`src/rtl/noc_pe_if_pkg.sv`:
```
// rtl/noc_pe_if_pkg.sv - Shared flit field positions, counter width and helpers for noc_pe_if
//
// Contents:
//   ADDR_MSB / ADDR_LSB : destination address field within a flit
//   PAYLOAD_W           : payload width (flit bits below the address field)
//   ADDR_W, FLIT_W      : derived field widths
//   DROP_CNT_W          : width of the misaddressed-flit drop counter
//   sat_inc()           : saturating increment for the drop counter
package noc_pe_if_pkg;

    localparam int ADDR_MSB   = 31;
    localparam int ADDR_LSB   = 24;
    localparam int PAYLOAD_W  = 24;
    localparam int ADDR_W     = ADDR_MSB - ADDR_LSB + 1;
    localparam int FLIT_W     = ADDR_W + PAYLOAD_W;
    localparam int DROP_CNT_W = 16;

    // Holds at all-ones instead of wrapping back to zero.
    function automatic logic [DROP_CNT_W-1:0] sat_inc(input logic [DROP_CNT_W-1:0] v);
        return (v == '1) ? v : v + DROP_CNT_W'(1);
    endfunction

endpackage

```
`src/rtl/noc_pe_if_fifo.sv`:
```
// rtl/noc_pe_if_fifo.sv - Synchronous valid/ready FIFO used for the TX and RX paths
//
// Parameters:
//   Width : entry width
//   Depth : number of entries, power of two, >= 2
// Ports:
//   i_clk, i_reset_n           : clock, asynchronous active-low reset
//   i_wr_data/valid, o_wr_ready: write side handshake
//   o_rd_data/valid, i_rd_ready: read side handshake (o_rd_data is the head entry)
module noc_sync_fifo #(
    parameter int Width = 32,
    parameter int Depth = 4
) (
    input  logic             i_clk,
    input  logic             i_reset_n,
    input  logic [Width-1:0] i_wr_data,
    input  logic             i_wr_valid,
    output logic             o_wr_ready,
    output logic [Width-1:0] o_rd_data,
    output logic             o_rd_valid,
    input  logic             i_rd_ready
);

    localparam int AW = $clog2(Depth);

    // One extra pointer bit distinguishes full from empty when the index bits match.
    logic [AW:0]      wr_ptr;
    logic [AW:0]      rd_ptr;
    logic             ready_en;
    logic             full;
    logic             empty;
    logic             push;
    logic             pop;
    logic [Width-1:0] mem [Depth];

    assign full  = (wr_ptr[AW] != rd_ptr[AW]) && (wr_ptr[AW-1:0] == rd_ptr[AW-1:0]);
    assign empty = (wr_ptr == rd_ptr);

    // ready_en keeps the write side closed until the first edge after reset release.
    // Ready depends only on registered state, so a full FIFO refuses a push even
    // when a pop happens on the same edge.
    assign o_wr_ready = ready_en & ~full;
    assign o_rd_valid = ~empty;
    assign o_rd_data  = mem[rd_ptr[AW-1:0]];

    assign push = i_wr_valid & o_wr_ready;
    assign pop  = o_rd_valid & i_rd_ready;

    always_ff @(posedge i_clk or negedge i_reset_n) begin
        if (!i_reset_n) begin
            wr_ptr   <= '0;
            rd_ptr   <= '0;
            ready_en <= 1'b0;
        end else begin
            ready_en <= 1'b1;
            if (push) begin
                wr_ptr <= wr_ptr + (AW+1)'(1);
            end
            if (pop) begin
                rd_ptr <= rd_ptr + (AW+1)'(1);
            end
        end
    end

    // Storage needs no reset; entries are only observable once written.
    always_ff @(posedge i_clk) begin
        if (push) begin
            mem[wr_ptr[AW-1:0]] <= i_wr_data;
        end
    end

endmodule

```
`src/rtl/noc_pe_if.sv`:
```
// rtl/noc_pe_if.sv - Processing-element to NoC leaf-port interface with TX/RX buffering
//
// Parameters:
//   DataWidth : flit width (32 only; [31:24] destination, [23:0] payload)
//   MyAddr    : 8-bit address of the attached PE
//   TxDepth   : TX FIFO entries (power of two, >= 2)
//   RxDepth   : RX FIFO entries (power of two, >= 2)
// Ports:
//   i_clk, i_reset_n                     : clock, asynchronous active-low reset
//   i_pe_data/dest/valid, o_pe_ready     : PE TX beat in
//   o_data/o_data_valid, i_data_ready    : flit out to switch
//   i_data/i_data_valid, o_data_ready    : flit in from switch
//   o_pe_data/o_pe_valid, i_pe_ready     : PE RX payload out
//   o_drop_count                         : saturating count of misaddressed flits dropped
module noc_pe_if
    import noc_pe_if_pkg::*;
#(
    parameter int         DataWidth = 32,
    parameter logic [7:0] MyAddr    = 8'h00,
    parameter int         TxDepth   = 4,
    parameter int         RxDepth   = 2
) (
    input  logic                  i_clk,
    input  logic                  i_reset_n,
    input  logic [PAYLOAD_W-1:0]  i_pe_data,
    input  logic [ADDR_W-1:0]     i_pe_dest,
    input  logic                  i_pe_valid,
    output logic                  o_pe_ready,
    output logic [DataWidth-1:0]  o_data,
    output logic                  o_data_valid,
    input  logic                  i_data_ready,
    input  logic [DataWidth-1:0]  i_data,
    input  logic                  i_data_valid,
    output logic                  o_data_ready,
    output logic [PAYLOAD_W-1:0]  o_pe_data,
    output logic                  o_pe_valid,
    input  logic                  i_pe_ready,
    output logic [DROP_CNT_W-1:0] o_drop_count
);

    logic                  addr_match;
    logic                  rx_wr_ready;
    logic [DROP_CNT_W-1:0] drop_count;

    // TX: PE beats are packed into flits; traffic addressed to ourselves still goes out.
    noc_sync_fifo #(
        .Width (DataWidth),
        .Depth (TxDepth)
    ) u_tx_fifo (
        .i_clk      (i_clk),
        .i_reset_n  (i_reset_n),
        .i_wr_data  ({i_pe_dest, i_pe_data}),
        .i_wr_valid (i_pe_valid),
        .o_wr_ready (o_pe_ready),
        .o_rd_data  (o_data),
        .o_rd_valid (o_data_valid),
        .i_rd_ready (i_data_ready)
    );

    // RX: ready reflects only FIFO space, so a misaddressed flit is consumed
    // (and counted) only when a well-addressed one could have been stored too.
    assign addr_match   = (i_data[ADDR_MSB:ADDR_LSB] == MyAddr);
    assign o_data_ready = rx_wr_ready;

    noc_sync_fifo #(
        .Width (PAYLOAD_W),
        .Depth (RxDepth)
    ) u_rx_fifo (
        .i_clk      (i_clk),
        .i_reset_n  (i_reset_n),
        .i_wr_data  (i_data[PAYLOAD_W-1:0]),
        .i_wr_valid (i_data_valid & addr_match),
        .o_wr_ready (rx_wr_ready),
        .o_rd_data  (o_pe_data),
        .o_rd_valid (o_pe_valid),
        .i_rd_ready (i_pe_ready)
    );

    always_ff @(posedge i_clk or negedge i_reset_n) begin
        if (!i_reset_n) begin
            drop_count <= '0;
        end else if (i_data_valid && rx_wr_ready && !addr_match) begin
            drop_count <= sat_inc(drop_count);
        end
    end

    assign o_drop_count = drop_count;

endmodule

```
`config.mk`:
```
export PLATFORM = sky130hd
export DESIGN_NAME = noc_pe_if
export DESIGN_NICKNAME = d
export VERILOG_FILES = /design/src/rtl/noc_pe_if_pkg.sv /design/src/rtl/noc_pe_if_fifo.sv /design/src/rtl/noc_pe_if.sv
export SDC_FILE = /design/constraint.sdc
export NUM_CORES = 1
export LEC_CHECK = 0
export ABC_CLOCK_PERIOD_IN_PS = 6400
export BUFFER_PORTS_ARGS = -buffer_cell sky130_fd_sc_hd__buf_2
export CAP_MARGIN = 20
export CELL_PAD_IN_SITES_DETAIL_PLACEMENT = 0
export CELL_PAD_IN_SITES_GLOBAL_PLACEMENT = 1
export CORE_AREA = 2 2 148 150
export CTS_BUF_LIST = sky130_fd_sc_hd__clkbuf_16
export CTS_CLUSTER_DIAMETER = 150
export DETAILED_ROUTE_END_ITERATION = 8
export DIE_AREA = 0 0 150 152
export GPL_TIMING_DRIVEN = 0
export PLACE_DENSITY_LB_ADDON = 0.1
export SLEW_MARGIN = 20
export SYNTH_ARGS = -nofsm -noshare
export SYNTH_HDL_FRONTEND = slang
export SYNTH_SLANG_ARGS = --single-unit
```
`constraint.sdc`:
```
create_clock -name i_clk -period 6.4 [get_ports i_clk]
set_input_delay 0 -clock i_clk [delete_from_list [all_inputs] [get_ports i_clk]]
set_output_delay 0 -clock i_clk [all_outputs]
set_load 0.03 [all_outputs]
```
## Yosys cells after proc, flatten, opt, wreduce, memory -nomap -nowiden

Memory sizes are Yosys's and may differ from the RTL's.
Cells that the tools add are included.

- RAM bits: 176
- Input port bits: 70
- Output and inout port bits: 76
- Memories kept: 2
- Register bits: 27

Memory list:

| name | depth | bits a word | read ports | clocked after Yosys merged registers in | write ports | line | text |
|---|---|---|---|---|---|---|---|
| u_tx_fifo.mem | 4 | 32 | 1 | 0 | 1 | noc_pe_if_fifo.sv:34 | `logic [Width-1:0] mem [Depth];` |
| u_rx_fifo.mem | 2 | 24 | 1 | 0 | 1 | noc_pe_if_fifo.sv:34 |  |

- Equal/unequal tests: 7
- Add/subtract/negate cells: 5
- Multiplexer cells: 4
- Reductions and logical operators: 7
- Bitwise operators: 12

Operators by type and width:

| kind | number |
|---|---|
| 16-bit by 1-bit adder with 16-bit output (second input constant) | 1 |
| 16-bit equality test (second input constant) | 1 |
| 8-bit zero test | 1 |
| 1-bit AND | 7 |
| 3-bit by 1-bit adder with 3-bit output (second input constant) | 2 |
| 1-bit NOT | 5 |
| 2-bit by 1-bit adder with 2-bit output (second input constant) | 2 |
| 2-bit equality test | 2 |
| 1-bit logical AND | 4 |
| 1-bit 2-to-1 mux | 4 |
| 3-bit equality test | 1 |
| 1-bit != test | 2 |
| 2-bit AND reduction | 1 |
| 1-bit equality test | 1 |
| 1-bit zero test | 1 |

## Depth between registers and ports, before layout

- Depth in word-level cells: 7
- Depth in mapped cells: 7
- Depth with buffers taken out: 6

## Hierarchy

Synthesis repeated with hierarchy kept, for this count alone.

- Cell total of the unflattened synthesis: 395
- Area, all modules: 8065.2 um^2

Modules (own cells, without submodules):

| module | times used | cells an instance | area an instance (um^2) |
|---|---|---|---|
| noc_sync_fifo at u_tx_fifo | 1 | 212 | 5143.7 |
| noc_sync_fifo at u_rx_fifo | 1 | 106 | 2014.4 |
| noc_pe_if | 1 | 77 | 907.1 |

## Least setup slack after synthesis

No wires, ideal clock.

- Kind: register to register
- From: register u_tx_fifo.rd_ptr[1]
- To: memory u_tx_fifo.mem[3][0] (enable)
- Library setup time: 0.394 ns
- Cell stages (with the launch flop): 6
- Path buffers: 1
- Arrival time: 2.033 ns
- Setup slack: 3.973 ns
- Path through: dfrtp_1 > clkbuf_1 > xnor2_1 > nand2_1 > o21a_1 > and3_1

- Longest elaborated chain between the ends: 7

RTL lines:

| element | line | text |
|---|---|---|
| start, declared | noc_pe_if_fifo.sv:28 | `logic [AW:0] rd_ptr;` |
| start signal, assigned | noc_pe_if_fifo.sv:60 | `rd_ptr <= rd_ptr + (AW+1)'(1);` |
| 2-bit equality test | noc_pe_if_fifo.sv:36 | `assign full = (wr_ptr[AW] != rd_ptr[AW]) && (wr_ptr[AW-1:0] == rd_ptr[AW-1:0]);` |
| 1-bit logical AND | noc_pe_if_fifo.sv:36 |  |
| 1-bit NOT | noc_pe_if_fifo.sv:42 | `assign o_wr_ready = ready_en & ~full;` |
| 1-bit AND | noc_pe_if_fifo.sv:42 |  |
| net o_pe_ready | noc_pe_if.sv:28 | `output logic o_pe_ready,` |
| 1-bit AND | noc_pe_if_fifo.sv:46 | `assign push = i_wr_valid & o_wr_ready;` |
| 1-bit 2-to-1 mux | noc_pe_if_fifo.sv:67 | `if (push) begin` |
| 1-bit 2-to-1 mux (implied by the code) | noc_pe_if_fifo.sv:68 | `mem[wr_ptr[AW-1:0]] <= i_wr_data;` |
| end, declared | noc_pe_if_fifo.sv:34 |  |

The timed path passes the listed nets, and every way through them passes these cells.

## Worst setup path in the final report

- From: register u_tx_fifo.rd_ptr[1]
- To: output port o_data[26]

- Longest elaborated chain between the ends: 1

RTL lines:

| element | line | text |
|---|---|---|
| memory read 4 x 32 bit | -- |  |
| end, declared | noc_pe_if.sv:29 | `output logic [DataWidth-1:0] o_data,` |

Every way passes these cells.

==> results by group <==
Run status
  – Outcome: complete, no violations

Final layout
  – Fraction of layout cells with a size suffix above 1: 41.1%
  – Final core occ: 48.1%
  – Diodes inserted: 0
  – Area occupied by multi-input gates: 1670 sq um
  – Storage cell area: 5960 sq um
  – Synth-to-layout area growth: 33.2%
  – FILL cells: 1888
  – Post-route cell area: 10300 sq um
  – Layout Nets: 683

Yosys
  – Simple-gate share of the synthesized area: 3.62%
  – Sequential area share after synthesis: 77.4%
  – Synth Register Bits: 203
  – Most common cell in the netlist: edfxtp_1
  – Main combinational cell family by area after synthesis: multiplexers
  – Post-synthesis mux area share: 13.3%
  – Yosys warns: 0
  – Synth Area in XOR/XNOR: 2.96%
  – Predominant post-synthesis flop cell: edfxtp_1
  – Synth area leader: edfxtp_1
  – Synth Area in Compound Gates: 0.601%
  – Post-Synth Adder-Cell Area: 0.974%
  – Post-synthesis cell area: 7700 sq um
  – Most area-consuming cells after synthesis: edfxtp_1 69%, mux4_2 9.4%, dfrtp_1 8.8%, mux2_2 3.8%, xnor2_1 1.5%
  – EDFF count, synth: 176
  – Netlist cell types: 33
  – Post-synth top cells: 176 x edfxtp_1, 32 x mux4_2, 27 x dfrtp_1
  – Mapped Cells: 372
  – Syn nets: 448
  – Share of the synthesized area in the top cell type: 68.6%
  – Syn_area_per_cell: 20.7 sq um
  – Async SR Flop Fraction: 13.3%

Placement
  – Final GP Congestion: 0.718
  – Post-DP HPWL: 9.84 mm
  – PortBufs: 145
  – Post-DP Area: 8900 sq um

Clock tree
  – Number of clock sinks: 203
  – Root Buffer: clkbuf_16
  – CTS buffer count: 22
  – CTS tree: done
  – H-tree levels: 1
  – CTS Buffer Depth: 3
  – Clk Latency, worst-skew pair: 0.49 ns
  – Post-CTS Resized: 0
  – Clock transition at path regs: 0.06 ns
  – Setup bufs post-CTS: 0

Worst setup path
  – Worst Setup Path Type: register to primary output
  – CP Max Fanout: 10
  – CP delay by family, top: buffers and inverters
  – CP Launch Type: register
  – CP max stage cell: clkbuf_1
  – Top cell by count, worst path: clkbuf_1
  – Worst path max stage delay: 0.57 ns
  – Crit path required time: 6.40 ns
  – Critical-path cell list: clkbuf_1 > clkbuf_1 > mux4_2 > buf_2
  – Crit path capture type: primary output
  – Worst Path Arrival: 2.42 ns
  – Critical path buffers and inverters: 3

Floorplan
  – Row count: 54
  – Ports: 146
  – Starting Density: 36.1%
  – Die width: 150 microns
  – Core box area: 21400 sq um
  – Die ar.: 22800 sq um
  – Die height: 152 microns

Min path
  – Hold Crit Class: input port to register

STA
  – Final hold vios: 0
  – Hold_ws: 0.0269 ns
  – Unrepaired setup endpoints after global routing: no
  – Setup tns final: 0 ns
  – Slew HR: 55.2%
  – Setup Viol. Count Final: 0
  – Period utilization: 37.8%
  – Tmin final: 2.42 ns
  – Skew final: 0.00669 ns
  – Fmax: 414 MHz
  – Final slew viol count: 0
  – Worst slew pin tran: 0.672 ns

Pwr
  – Power Internal: 2.93 mW
  – Reg power frac: 38.2%
  – Switching Fraction: 32.4%
  – Comb pwr share: 31.9%
  – Switch Pwr: 1.40 mW
  – Power Density: 422 nW/um^2
  – VDD IR max: 240 uV
  – Leak pwr: 3.85 nW
  – Power Total: 4.33 mW
  – Clk pwr share: 29.9%

Route
  – Wire per inst: 17.0 microns
  – Initial DRC Count: 139
  – Detailed Routing Iterations Pass 1: 4
  – Vias: 4172
  – DRC viols: 0
  – DRT Wirelength: 15.3 mm
  – Antenna viol nets, final: 0
  – Vias per cell: 4.62

GRT
  – Antenna violations before repair: 0
  – Total congestion overflow: 0
  – Vias in the first global route: 4514
  – First-pass GRT wire length: 23.9 mm
  – Global Route Usage Sum: 13.5%
  – Pin count of the biggest net entering global routing: 28

Run
  – # Max-Cap Violations: 0
## path summary, 6_finish.rpt
check	start	to	slack (ns)	cells past startpoint
setup / recovery	u_tx_fifo.rd_ptr[1]$_DFFE_PN0P_	o_data[26]	3.98	4
hold / removal	i_data[26]	u_rx_fifo.wr_ptr[0]$_DFFE_PN0P_	0.03	5
setup reg to reg	u_tx_fifo.rd_ptr[1]$_DFFE_PN0P_	u_tx_fifo.mem[2][10]$_DFFE_PP_	4.13	6
hold reg to reg	u_tx_fifo.wr_ptr[2]$_DFFE_PN0P_	u_tx_fifo.wr_ptr[2]$_DFFE_PN0P_	0.49	1
max in group asynchronous	i_reset_n	o_drop_count[15]$_DFFE_PN0P_	5.91	2
min in group asynchronous	i_reset_n	o_drop_count[2]$_DFFE_PN0P_	0.07	2
## cells in the final DEF (no fill, tap or decap), types with 3 or more instances in the layout
master / count
and3_2: 5
buf_12: 4
buf_2: 149
bufinv_16: 4
clkbuf_1: 7
clkbuf_16: 23
clkinv_1: 4
clkinv_2: 4
dfrtp_1: 27
dlygate4sd3_1: 61
edfxtp_1: 176
ha_1: 6
inv_1: 10
mux2_2: 26
mux4_2: 32
nand2_1: 9
nand3_1: 9
nor2_1: 8
nor3_1: 6
or4_1: 3
xnor2_1: 13
xor2_1: 13
## worst register-to-register path: stages, from the launching register on
cell and delay, ns:
dfrtp_1 0.35, clkbuf_1 0.38, xnor2_1 0.18, nand2_1 0.08
o21a_1 0.21, and3_2 0.52, buf_12 0.24
## power groups by stage
stage / clock (mW) / sequential [mW] / combinational [mW]
floorplan: 0 / 1.71 / 0.955
global placement: 0 / 1.68 / 1.36
detailed placement: 0 / 1.68 / 1.39
CTS: 1.33 / 1.66 / 1.42
global route: 1.38 / 1.67 / 1.49
finish: 1.30 / 1.66 / 1.38
## final cells by class
class                   count  area share [%]
inverters                   6           0.219
clock buffers              23            5.61
repair buffers            211            14.1
clock inverters            17            1.73
flip-flops and latches    203            58.1
multi-input cells         150            16.3
well taps                 280            3.41
plain buffers              13           0.634
## routing by layer
metal / wire length, microns / vias to the layer above / global-route usage, %
met1: 6260 / 2084 / 16.6
li1: - / 1940 / -
met2: 7660 / 124 / 23.3
met3: 1100 / 24 / 3.96
met5: 0 / - / 0
met4: 299 / 0 / 3.50
## through the flow
stage | setup WS, ns | std cells
detailed placement | 4.09 | 802
floorplan | 3.97 | 372
global route | 3.81 | 903
global placement | 3.15 | 797
finish | 3.98 | 903
CTS | 3.88 | 903
## cells by family after synthesis
kind of cell | Yosys count
other | 1
flip-flops | 203
AO/OA/AOI/OAI | 7
multiplexers | 59
adder cells (fa/ha/maj) | 6
buffers and inverters | 19
XOR/XNOR | 26
AND/OR/NAND/NOR | 51
## registers in the layout, summed over array words and instances (netlist names)
name and flops:
u_tx_fifo.wr_ptr 3, u_rx_fifo.wr_ptr 2, u_rx_fifo.ready_en 1, u_rx_fifo.mem 48, u_tx_fifo.mem 128, u_rx_fifo.rd_ptr 2, u_tx_fifo.rd_ptr 3, o_drop_count 16
## repair_timing
action	in CTS	in global routing
endpoints found under the hold margin	211	0
hold buffers	61	0
setup endpoints to repair	0	0
Power figures use the tool's default switching activity.
